### src/rtl/cov_stall_monitor.sv
// Coverage-progress monitor: flags a stall when every enabled coverage channel stops
// moving, or a watchdog timeout when the test never signals completion on tohost[0].
module cov_stall_monitor #(
   parameter int NCH         = 2,
   parameter int COV_W       = 30,
   parameter int CNT_W       = 32,
   parameter int STALL_LIMIT = 1000,
   parameter int WDOG_LIMIT  = 10000,
   parameter int HOLDOFF     = 16,
   parameter int PULSE_MODE  = 0
) (
   input  logic                 clock,
   input  logic                 reset_n,
   input  logic [NCH*COV_W-1:0] cov,
   input  logic [NCH-1:0]       ch_en,
   input  logic [63:0]          tohost,
   input  logic                 irq_ack,
   output logic                 interrupt,
   output logic [1:0]           irq_cause,
   output logic [NCH-1:0]       stall_mask,
   output logic [15:0]          irq_count
);

   typedef enum logic [1:0] {MON = 2'd0, ASSERT = 2'd1, HOLD = 2'd2} state_t;

   localparam logic [CNT_W-1:0] STALL_LIM = CNT_W'(STALL_LIMIT);
   localparam logic [CNT_W-1:0] WDOG_LIM  = CNT_W'(WDOG_LIMIT);
   localparam logic [CNT_W-1:0] HOLD_LAST = CNT_W'(HOLDOFF - 1);

   function automatic logic [CNT_W-1:0] sat_inc(input logic [CNT_W-1:0] v);
      return (&v) ? v : v + CNT_W'(1);
   endfunction

   function automatic logic [15:0] sat_inc16(input logic [15:0] v);
      return (&v) ? v : v + 16'd1;
   endfunction

   state_t           state;
   logic [COV_W-1:0] pre_cov [NCH];
   logic [CNT_W-1:0] idle    [NCH];
   logic [CNT_W-1:0] wdog;
   logic [CNT_W-1:0] hold_cnt;
   logic             done;
   logic             stall;
   logic             all_idle;
   logic             wdog_trip;
   logic             go_hold;
   logic             unused_tohost;

   assign done          = tohost[0];
   assign unused_tohost = ^tohost[63:1];
   assign wdog_trip     = (wdog >= WDOG_LIM);
   // Completion outranks the acknowledge, so HOLD entry is suppressed while done is high.
   assign go_hold       = (state == ASSERT) && ((PULSE_MODE != 0) || irq_ack) && !done;

   always_comb begin
      all_idle   = 1'b1;
      stall_mask = '0;
      for (int i = 0; i < NCH; i++) begin
         stall_mask[i] = ch_en[i] && (idle[i] >= STALL_LIM);
         if (ch_en[i] && (idle[i] < STALL_LIM)) all_idle = 1'b0;
      end
      stall = (|ch_en) && all_idle;
   end

   // Per-channel progress tracking; disabled channels shadow cov so re-enabling starts clean.
   always_ff @(posedge clock) begin
      if (!reset_n) begin
         for (int i = 0; i < NCH; i++) begin
            pre_cov[i] <= '0;
            idle[i]    <= '0;
         end
      end else begin
         for (int i = 0; i < NCH; i++) begin
            if (!ch_en[i] || go_hold) begin
               pre_cov[i] <= cov[i*COV_W +: COV_W];
               idle[i]    <= '0;
            end else if (done) begin
               idle[i] <= '0;
            end else if (state == MON) begin
               if (cov[i*COV_W +: COV_W] != pre_cov[i]) begin
                  pre_cov[i] <= cov[i*COV_W +: COV_W];
                  idle[i]    <= '0;
               end else begin
                  idle[i] <= sat_inc(idle[i]);
               end
            end
         end
      end
   end

   always_ff @(posedge clock) begin
      if (!reset_n)                wdog <= '0;
      else if (done || go_hold)    wdog <= '0;
      else if (state == MON)       wdog <= sat_inc(wdog);
   end

   // Interrupt FSM; interrupt is registered alongside the ASSERT state.
   always_ff @(posedge clock) begin
      if (!reset_n) begin
         state     <= MON;
         interrupt <= 1'b0;
         irq_cause <= 2'b00;
         irq_count <= 16'd0;
         hold_cnt  <= '0;
      end else if (done) begin
         state     <= MON;
         interrupt <= 1'b0;
         hold_cnt  <= '0;
      end else begin
         case (state)
            MON: begin
               if (stall || wdog_trip) begin
                  state     <= ASSERT;
                  interrupt <= 1'b1;
                  irq_cause <= {wdog_trip, stall};
                  irq_count <= sat_inc16(irq_count);
               end
            end
            ASSERT: begin
               if (go_hold) begin
                  state     <= HOLD;
                  interrupt <= 1'b0;
                  hold_cnt  <= '0;
               end
            end
            HOLD: begin
               if (hold_cnt >= HOLD_LAST) state <= MON;
               else                       hold_cnt <= sat_inc(hold_cnt);
            end
            default: begin
               state     <= MON;
               interrupt <= 1'b0;
            end
         endcase
      end
   end

endmodule

### config.mk
export PLATFORM = sky130hd
export DESIGN_NAME = cov_stall_monitor
export DESIGN_NICKNAME = d
export VERILOG_FILES = /design/src/rtl/cov_stall_monitor.sv
export SDC_FILE = /design/constraint.sdc
export NUM_CORES = 1
export LEC_CHECK = 0
export ABC_AREA = 1
export CAP_MARGIN = 5
export CORE_ASPECT_RATIO = 1.2
export CORE_UTILIZATION = 45
export CTS_CLUSTER_SIZE = 16
export DETAILED_ROUTE_END_ITERATION = 6
export PLACE_DENSITY = 0.77
export SYNTH_ARGS = -nofsm -noshare
export SYNTH_HDL_FRONTEND = slang
export SYNTH_SLANG_ARGS = --single-unit
### constraint.sdc
create_clock -name clock -period 5 [get_ports clock]
set_input_delay 1.25 -clock clock [delete_from_list [all_inputs] [get_ports clock]]
set_output_delay 1.25 -clock clock [all_outputs]
set_load 0.01 [all_outputs]
==> impl_results.md, run 1 <==
- Status: finished, final reports clean
- PortBufs: 86
- Overall Power: 3930 uW
- WL/cell: roughly 13 um
- Remaining antenna violation count: 0
- Postcts setup bufs: 0
- Critical path buffers and inverters: 3
- GPL Wtd Cong: 0.911
- Core area: 24700 um^2
- Max Cap Viol: 0
- WP data arrival: 2750 ps
- Worst Path Required: 3750 ps
- Gr ovfl total: 0
- Leakage: between 0.005 and 0.006 uW
- DRT iter0 DRCs: about 630
- Setup crit start: ch_en[0]
- Seq/Total Area, Yosys: 0.480
- Master of the slowest instance on the critical path: clkdlybuf4s50_1
- Instance count on the critical path: 4
- Multi-input gate area: between 4000 and 5000 um^2
- Resized cells post-CTS: 0
- Via/cell ratio: approximately 5.0
- Fillers: between 2000 and 2500
- Drt total wl: 24.2 mm
- Row cnt: 63
- Sum of negative setup slack: 0 ps
- Minimum clock period: 4000 ps
- DRC viols: 0
- H-tree Lvls: 1
- Critical Path Fanout Max: 4
- Vias in the first global route: around 9100
- GRT Util Overall: 0.191
- Worst r2r path cells: 11
- RSZ-0062 raised after global routing: no
- Cell with the most instances after synthesis: nand2_1
- Synth top cells by count: nand2_1, inv_1, nor2_1
- Register area: 5430 um^2
- Ant. Diodes: 0
- Routed via count: 9368
- Sink Count: 209
- CP endpoint kind: primary output
- Post-synth EDFFs: 124
- P&R area growth vs syn: 17.0%
- Post-synth top area share: 0.330
- Fin nets: ~1700
- PD cells: 297 nW/um^2
- Peak VDD IR: 0.271 mV
- CTS Buf Count: 22
- Synth Net Count: 1568
- Top cells by area, synth: edfxtp_1, dfxtp_1, nand2_1, inv_1, nor2_1
- Effective utilization at floorplan: 0.458
- CTS tree: done
- Worst r2r src: idle[0][0]
- CP peak stage delay: ~600 ps
- CTS hold repair buffers: 0
- Clock buffer depth: 3
- Slew Viols, Final: 0
- First-pass GRT wire length: 41.0 mm
- Synth area leader: edfxtp_1
- Main synth FF type: edfxtp_1
- Hpwl dp: 17.7 mm
- Synth Area per Inst: 7.89 um^2
- Crit start category: input pin
- IO Pins: 150
- Worst rel slew slack: 0.336
- Die Y: 176 um
- WHS Path Cells: 2
- Count of final hold-check violations: 0
- CP Class: input pin to primary output
- Slew @ Worst Pin: 994 ps
- Largest net degree at the start of global routing: 35
- Crit-path most repeated cell: clkdlybuf4s50_1
- Fmax: 0.250 GHz
- Setup-failing EPs final: 0
- Delay-heaviest family, CP: buffers and inverters
- Reg clk slew, reported paths: around 60 ps
- Cell area after synthesis: 11300 um^2
- Layout cells sized above 1: 0.0585
- Clock Latency Late Sink: 510 ps
- Min Hold Slack: 442 ps
- Die Wd: 147 um
- Die ar.: 25700 um^2
- Clock root buffer: clkbuf_16
- HP Class: flop to flop
- Layout Skew: approximately 18 ps
- Min-delay src: hold_cnt[7]
- Synth Instances: 1431
- Initial antenna violation count: 0
- Crit path cell chain: clkdlybuf4s50_1 -> inv_1 -> a21oi_1 -> clkdlybuf4s50_1
- Flops & latches, synth: 209
- Cell variety after synth: 45
- FFs w/ async S/R, synth: 0
- Drt first pass iters: 7
- Yosys warnings: 0
- Part of the cycle the worst path needs: 0.800
[flip-flops by register name, summed over array words and instances, names as in the netlist]
signal and cells:
hold_cnt 32, state 2, interrupt 1, idle 64, wdog 32, irq_count 16
irq_cause 2, pre_cov 60
[power by group]
part	internal, uW	total (uW)	switching (uW)
clock	939	1610	672
sequential	1910	1960	52.0
combinational	145	353	208
total	3000	3930	932
[path summary, 6_finish.rpt]
check / to / slack [ps]
worst min register to register: hold_cnt[7] / 440
worst max-delay path: stall_mask[0] / 1000
worst max register to register: idle[0][10] / 2390
worst min-delay path: hold_cnt[7] / 440
[tightest hold or removal path, cell delays in order, from the launching register on]
cell and delay (ps):
dfxtp_1 290, inv_1 60, nor3_1 50
[through the flow]
stage,instance area [um^2],worst slack (ps),utilization,instances
after global placement,12500,922,0.507,1823
after CTS,13200,1010,0.536,1863
after global routing,13200,986,0.536,1863
after detailed placement,12500,934,0.507,1823
final,13200,1000,0.536,1863
after floorplan,11300,866,-,1431
[per-layer routing]
layer  GRT usage  up-vias  share of wire
met5           0        -              0
met4      0.0564        0          0.023
met3      0.0288       38          0.055
met2       0.346      207           0.50
met1       0.233     4314           0.43
li1            -     4809              -
[kinds of logic (layout without fill, tap and decap cells)]
family	Yosys count	in the layout	share of synthesized area
fa+ha+maj	8	8	0.00886
compound gates	121	121	0.0592
flops	209	209	0.480
buf+inv	256	363	0.0891
simple gates	755	755	0.299
xor+xnor	82	82	0.0636
[final cells by class]
cell class / count / area share
multi-input combinational: 966 / 0.369
timing repair buffer: 95 / 0.0712
sequential: 209 / 0.411
tap: 325 / 0.0308
clock inverter: 11 / 0.00634
inverter: 228 / 0.0648
clock buffer: 29 / 0.0476
[cells in the final DEF (no fill, tap or decap), types with 17 or more instances in the layout]
cell type and n:
nor2_1 206, a21oi_1 75, nand2_1 291, xnor2_1 29, clkbuf_16 24, nand4_1 44, xor2_1 53, o21ai_0 24
edfxtp_1 124, dfxtp_1 85, inv_1 222, nor3_1 64, nand3_1 85, clkdlybuf4s50_1 86, nor2_2 17
Power figures use the tool's default switching activity.
==> run 2: changes to the inputs <==
==> constraint.sdc (replaced) <==
create_clock -name clock -period 3.7 [get_ports clock]
set_input_delay 0.925 -clock clock [delete_from_list [all_inputs] [get_ports clock]]
set_output_delay 0.925 -clock clock [all_outputs]
set_load 0.01 [all_outputs]
==> impl_results.md, run 2 (same netlist as run 1, synthesis figures left out) <==
- Setup-failing EPs final: 0
- WL/cell: 12.9 um
- WP data arrival: 2420 ps
- CTS Buf Count: 22
- Worst rel slew slack: 0.501
- Most frequent cells in the layout: nand2_1, inv_1, nor2_1
- Pre-CTS WS: approximately 360 ps
- Vias in the first global route: roughly 9000
- Largest net degree at the start of global routing: 34
- Die Y: 176 um
- Largest register FFs: 64
- Min-delay src: hold_cnt[31]
- GPL Wtd Cong: 0.918
- CP Class: input pin to primary output
- Crit start category: input pin
- Drt first pass iters: 7
- PD cells: between 400 and 500 nW/um^2
- Postcts setup bufs: 0
- Crit-path most repeated cell: clkdlybuf4s50_1
- Initial antenna violation count: 0
- Core area: 24700 um^2
- H-tree Lvls: 1
- PortBufs: 86
- Fillers: 2259
- Crit path cell chain: clkdlybuf4s50_1 -> inv_1 -> a21oi_1 -> clkdlybuf4s50_1
- CP endpoint kind: primary output
- Biggest regs: idle x64, pre_cov x60
- CTS hold repair buffers: 0
- Gr ovfl total: 0
- Critical Path Fanout Max: 3
- HP Class: flop to flop
- Post-route cell area: 13300 um^2
- Status: complete, but fails checks
- Count of final hold-check violations: 0
- Row cnt: 63
- Die ar.: 25700 um^2
- Via/cell ratio: 5.03
- Commonest non-fill, non-tap cell in the layout: nand2_1
- CTS tree: done
- P&R area growth vs syn: 17.5%
- Worst Path Required: about 2800 ps
- IO Pins: 150
- Fmax: 0.299 GHz
- Max Cap Viol: 0
- DRT iter0 DRCs: between 500 and 600
- Drt total wl: around 24 mm
- Leakage: 0.00516 uW
- Part of the cycle the worst path needs: 0.903
- Remaining antenna violation count: 0
- Setup crit start: ch_en[1]
- Fin nets: about 1700
- Minimum clock period: 3340 ps
- Sum of negative setup slack: 0 ps
- Failing checks: design-rule violations
- Hpwl dp: 17.4 mm
- Most flops, register: idle
- Layout Skew: 10.3 ps
- Sink Count: 209
- DRC viols: 2
- Ant. Diodes: 0
- Resized cells post-CTS: 0
- Multi-input gate area: ~5000 um^2
- Clock buffer depth: 3
- DP Area: between 10000 and 15000 um^2
- Worst r2r src: idle[1][0]
- GRT Util Overall: 0.190
- Master of the slowest instance on the critical path: clkdlybuf4s50_1
- Slew Viols, Final: 0
- Clock root buffer: clkbuf_16
- Die Wd: 147 um
- Routed via count: 9400
- Reg clk slew, reported paths: roughly 50 ps
- Overall Power: 5370 uW
- Worst setup margin: 359 ps
- First-pass GRT wire length: between 40 and 50 mm
- Peak VDD IR: 0.370 mV
- RSZ-0062 raised after global routing: no
- Slew @ Worst Pin: 747 ps
- Register area: 5430 um^2
- CP peak stage delay: 580 ps
- Clock Latency Late Sink: 500 ps
- Layout cells sized above 1: 0.0629
- Effective utilization at floorplan: 0.458
[run 2: cell types whose count changed in the layout (fill, tap and decap cells not counted), sizes merged]
cell      before  now
bufinv         1    2
clkinvlp       2    1
buf            9   14
clkbuf        29   28
[run 2: worst paths after layout]
path	slack [ps]	endpoint	cells after the start
worst max-delay path	360	stall_mask[1]	4
worst min-delay path	440	hold_cnt[31]	2
worst max register to register	1090	idle[1][3]	11
worst min register to register	440	hold_cnt[31]	2
[run 2: power breakdown]
| group | total (uW) | leakage (uW) | switching (uW) | internal [uW] |
|---|---|---|---|---|
| clock network | 2240 | 0.000365 | 904 | 1330 |
| logic | 481 | 0.00270 | 280 | 201 |
| registers | 2650 | 0.00209 | 69.8 | 2580 |
| total | 5370 | 0.00516 | 1250 | 4120 |
[run 2: through the flow]
stage | cells | hold WS [ps] | util
2_1_floorplan | 1431 | 418 | -
3_3_place_gp | 1828 | 431 | 0.508
3_5_place_dp | 1828 | 436 | 0.508
4_1_cts | 1867 | 445 | 0.538
5_1_grt | 1867 | 466 | 0.538
6_report | 1867 | 442 | 0.538
[run 2: critical path, delay by kind of cell]
family | cells | cell delay (ps)
buf+inv | 3 | 1260
compound gates | 1 | 230
[run 2: cell type report]
type	instances	area share
Inverter	228	0.0645
Multi-Input combinational cell	966	0.367
Sequential cell	209	0.409
Timing Repair Buffer	100	0.0737
Tap cell	325	0.0306
Clock inverter	11	0.00830
Clock buffer	28	0.0470
[run 2: metal layers]
| layer | global-route usage | vias to the layer above | wire (um) |
|---|---|---|---|
| li1 | - | 4821 | - |
| met1 | 0.234 | 4334 | 10500 |
| met2 | 0.347 | 207 | 12000 |
| met3 | 0.0234 | 38 | 1110 |
| met4 | 0.0551 | 0 | 506 |
| met5 | 0 | - | 0 |
==> run 3: changes to the inputs <==
--- a/config.mk
+++ b/config.mk
@@ -11,7 +11,8 @@
 export CORE_UTILIZATION = 45
 export CTS_CLUSTER_SIZE = 16
 export DETAILED_ROUTE_END_ITERATION = 6
-export PLACE_DENSITY = 0.77
+export DONT_BUFFER_PORTS = 1
+export PLACE_DENSITY = 0.7
 export SYNTH_ARGS = -nofsm -noshare
 export SYNTH_HDL_FRONTEND = slang
 export SYNTH_SLANG_ARGS = --single-unit
==> impl_results.md, run 3 (same netlist as run 1, synthesis figures left out) <==
- Status: finished, final reports clean
- Effective utilization at floorplan: 0.458
- Die Wd: around 150 um
- Ant. Diodes: 0
- DRC viols: 0
- Reg clk slew, reported paths: 60 ps
- PortBufs: 0
- GRT Util Overall: 0.188
- Routed via count: 8972
- Drt total wl: 23.9 mm
- Peak VDD IR: between 0.3 and 0.4 mV
- Initial antenna violation count: 0
- Worst Path Required: 2770 ps
- Most frequent cells in the layout: nand2_1, inv_1, nor2_1
- Row cnt: 63
- Remaining antenna violation count: 0
- Fin nets: 1576
- Largest net degree at the start of global routing: 34
- CTS tree: done
- Leakage: 0.00485 uW
- Via/cell ratio: 5.04
- CP Class: flop to primary output
- Minimum clock period: ~2800 ps
- CP endpoint kind: primary output
- Biggest regs: idle x64, pre_cov x60
- Postcts setup bufs: 0
- Worst rel slew slack: 0.526
- Setup-failing EPs final: 0
- Die Y: between 150 and 200 um
- Comb pwr share: 0.070
- First-pass GRT wire length: 40.1 mm
- Hpwl dp: between 15 and 20 mm
- P&R area growth vs syn: 10.3%
- Clock buffer depth: 3
- Clock root buffer: clkbuf_16
- GPL Wtd Cong: ~0.90
- PD cells: ~430 nW/um^2
- Slew @ Worst Pin: 709 ps
- Crit start category: flop
- CTS Buf Count: 23
- H-tree Lvls: 1
- HP Class: flop to flop
- Sum of negative setup slack: 0 ps
- Most flops, register: idle
- Switching share of total power: 0.230
- Fillers: between 2000 and 2500
- Sink Count: between 200 and 250
- Fmax: about 0.36 GHz
- RSZ-0062 raised after global routing: no
- Drt first pass iters: 5
- Resized cells post-CTS: 0
- Die ar.: 25700 um^2
- Count of final hold-check violations: 0
- Slew Viols, Final: 0
- Part of the cycle the worst path needs: 0.744
- DRT iter0 DRCs: 587
- Int Pwr: ~4200 uW
- Sequential power share: 0.492
- Largest register FFs: 64
- Clock power share: 0.439
- Finished Core Util: 0.505
- Commonest non-fill, non-tap cell in the layout: nand2_1
- Layout cells sized above 1: 0.0639
- IO Pins: 150
- Clock Latency Late Sink: ~500 ps
- Critical Path Fanout Max: 7
- CTS hold repair buffers: 0
- Max Cap Viol: 0
- Core area: 24700 um^2
- Gr ovfl total: 0
- Psw: 1240 uW
- Vias in the first global route: 8663
- WL/cell: 13.4 um
- Layout Skew: 13.1 ps
- WP data arrival: ~1800 ps
[run 3: changes by cell type in the layout (fill, tap and decap cells not counted), sizes merged]
cell	before	now
bufinv	2	1
clkbuf	28	33
buf	14	11
clkinvlp	1	0
clkinv	7	6
clkdlybuf4s50	86	0
[run 3: layer usage]
metal,wire length [um],part of all wire,GRT usage,vias to the layer above
li1,-,-,-,4654
met1,10100,0.42,0.227,4109
met2,11800,0.49,0.335,168
met3,1390,0.058,0.0351,41
met4,600,0.025,0.0603,0
met5,0,0,0,-
[run 3: layout make-up]
| type | count | area (um^2) | share of cell area |
|---|---|---|---|
| Timing Repair Buffer | 11 | 95.1 | 0.00763 |
| Clock inverter | 8 | 63.8 | 0.00512 |
| Inverter | 228 | 856 | 0.0687 |
| Sequential cell | 209 | 5430 | 0.436 |
| Tap cell | 325 | 407 | 0.0326 |
| Multi-Input combinational cell | 966 | 4870 | 0.391 |
| Clock buffer | 33 | 738 | 0.0593 |
[run 3: metrics by stage]
step | instances | hold WS [ps] | total power (uW) | setup WS, ps | cell area [um^2]
2_1_floorplan | 1431 | 418 | 2990 | 183 | 11300
4_1_cts | 1780 | 444 | 5470 | 923 | 12500
5_1_grt | 1780 | 452 | 5620 | 817 | 12500
3_3_place_gp | 1739 | 430 | 3070 | 910 | 11700
6_report | 1780 | 441 | 5410 | 947 | 12500
3_5_place_dp | 1739 | 435 | 3090 | 869 | 11700
[run 3: critical path, stage by stage (launching register included)]
cell and delay [ps]:
edfxtp_1 500, nor2_1 210, nand2_1 70, nor3_1 140
nand2_1 100, a21oi_1 300
[run 3: final timing paths]
kind	start	to	slack [ps]	cells past startpoint
min	hold_cnt[23]	hold_cnt[23]	440	2
max	idle[1][12]	stall_mask[1]	950	5
max reg2reg	idle[1][0]	idle[1][16]	1120	11
min reg2reg	hold_cnt[23]	hold_cnt[23]	440	2
[run 3: power by group through the flow]
stage	registers (uW)	logic [uW]	clock network [uW]
6_report	2660	377	2370
5_1_grt	2670	433	2510
4_1_cts	2660	383	2430
3_5_place_dp	2710	381	0
3_3_place_gp	2700	371	0
2_1_floorplan	2690	304	0
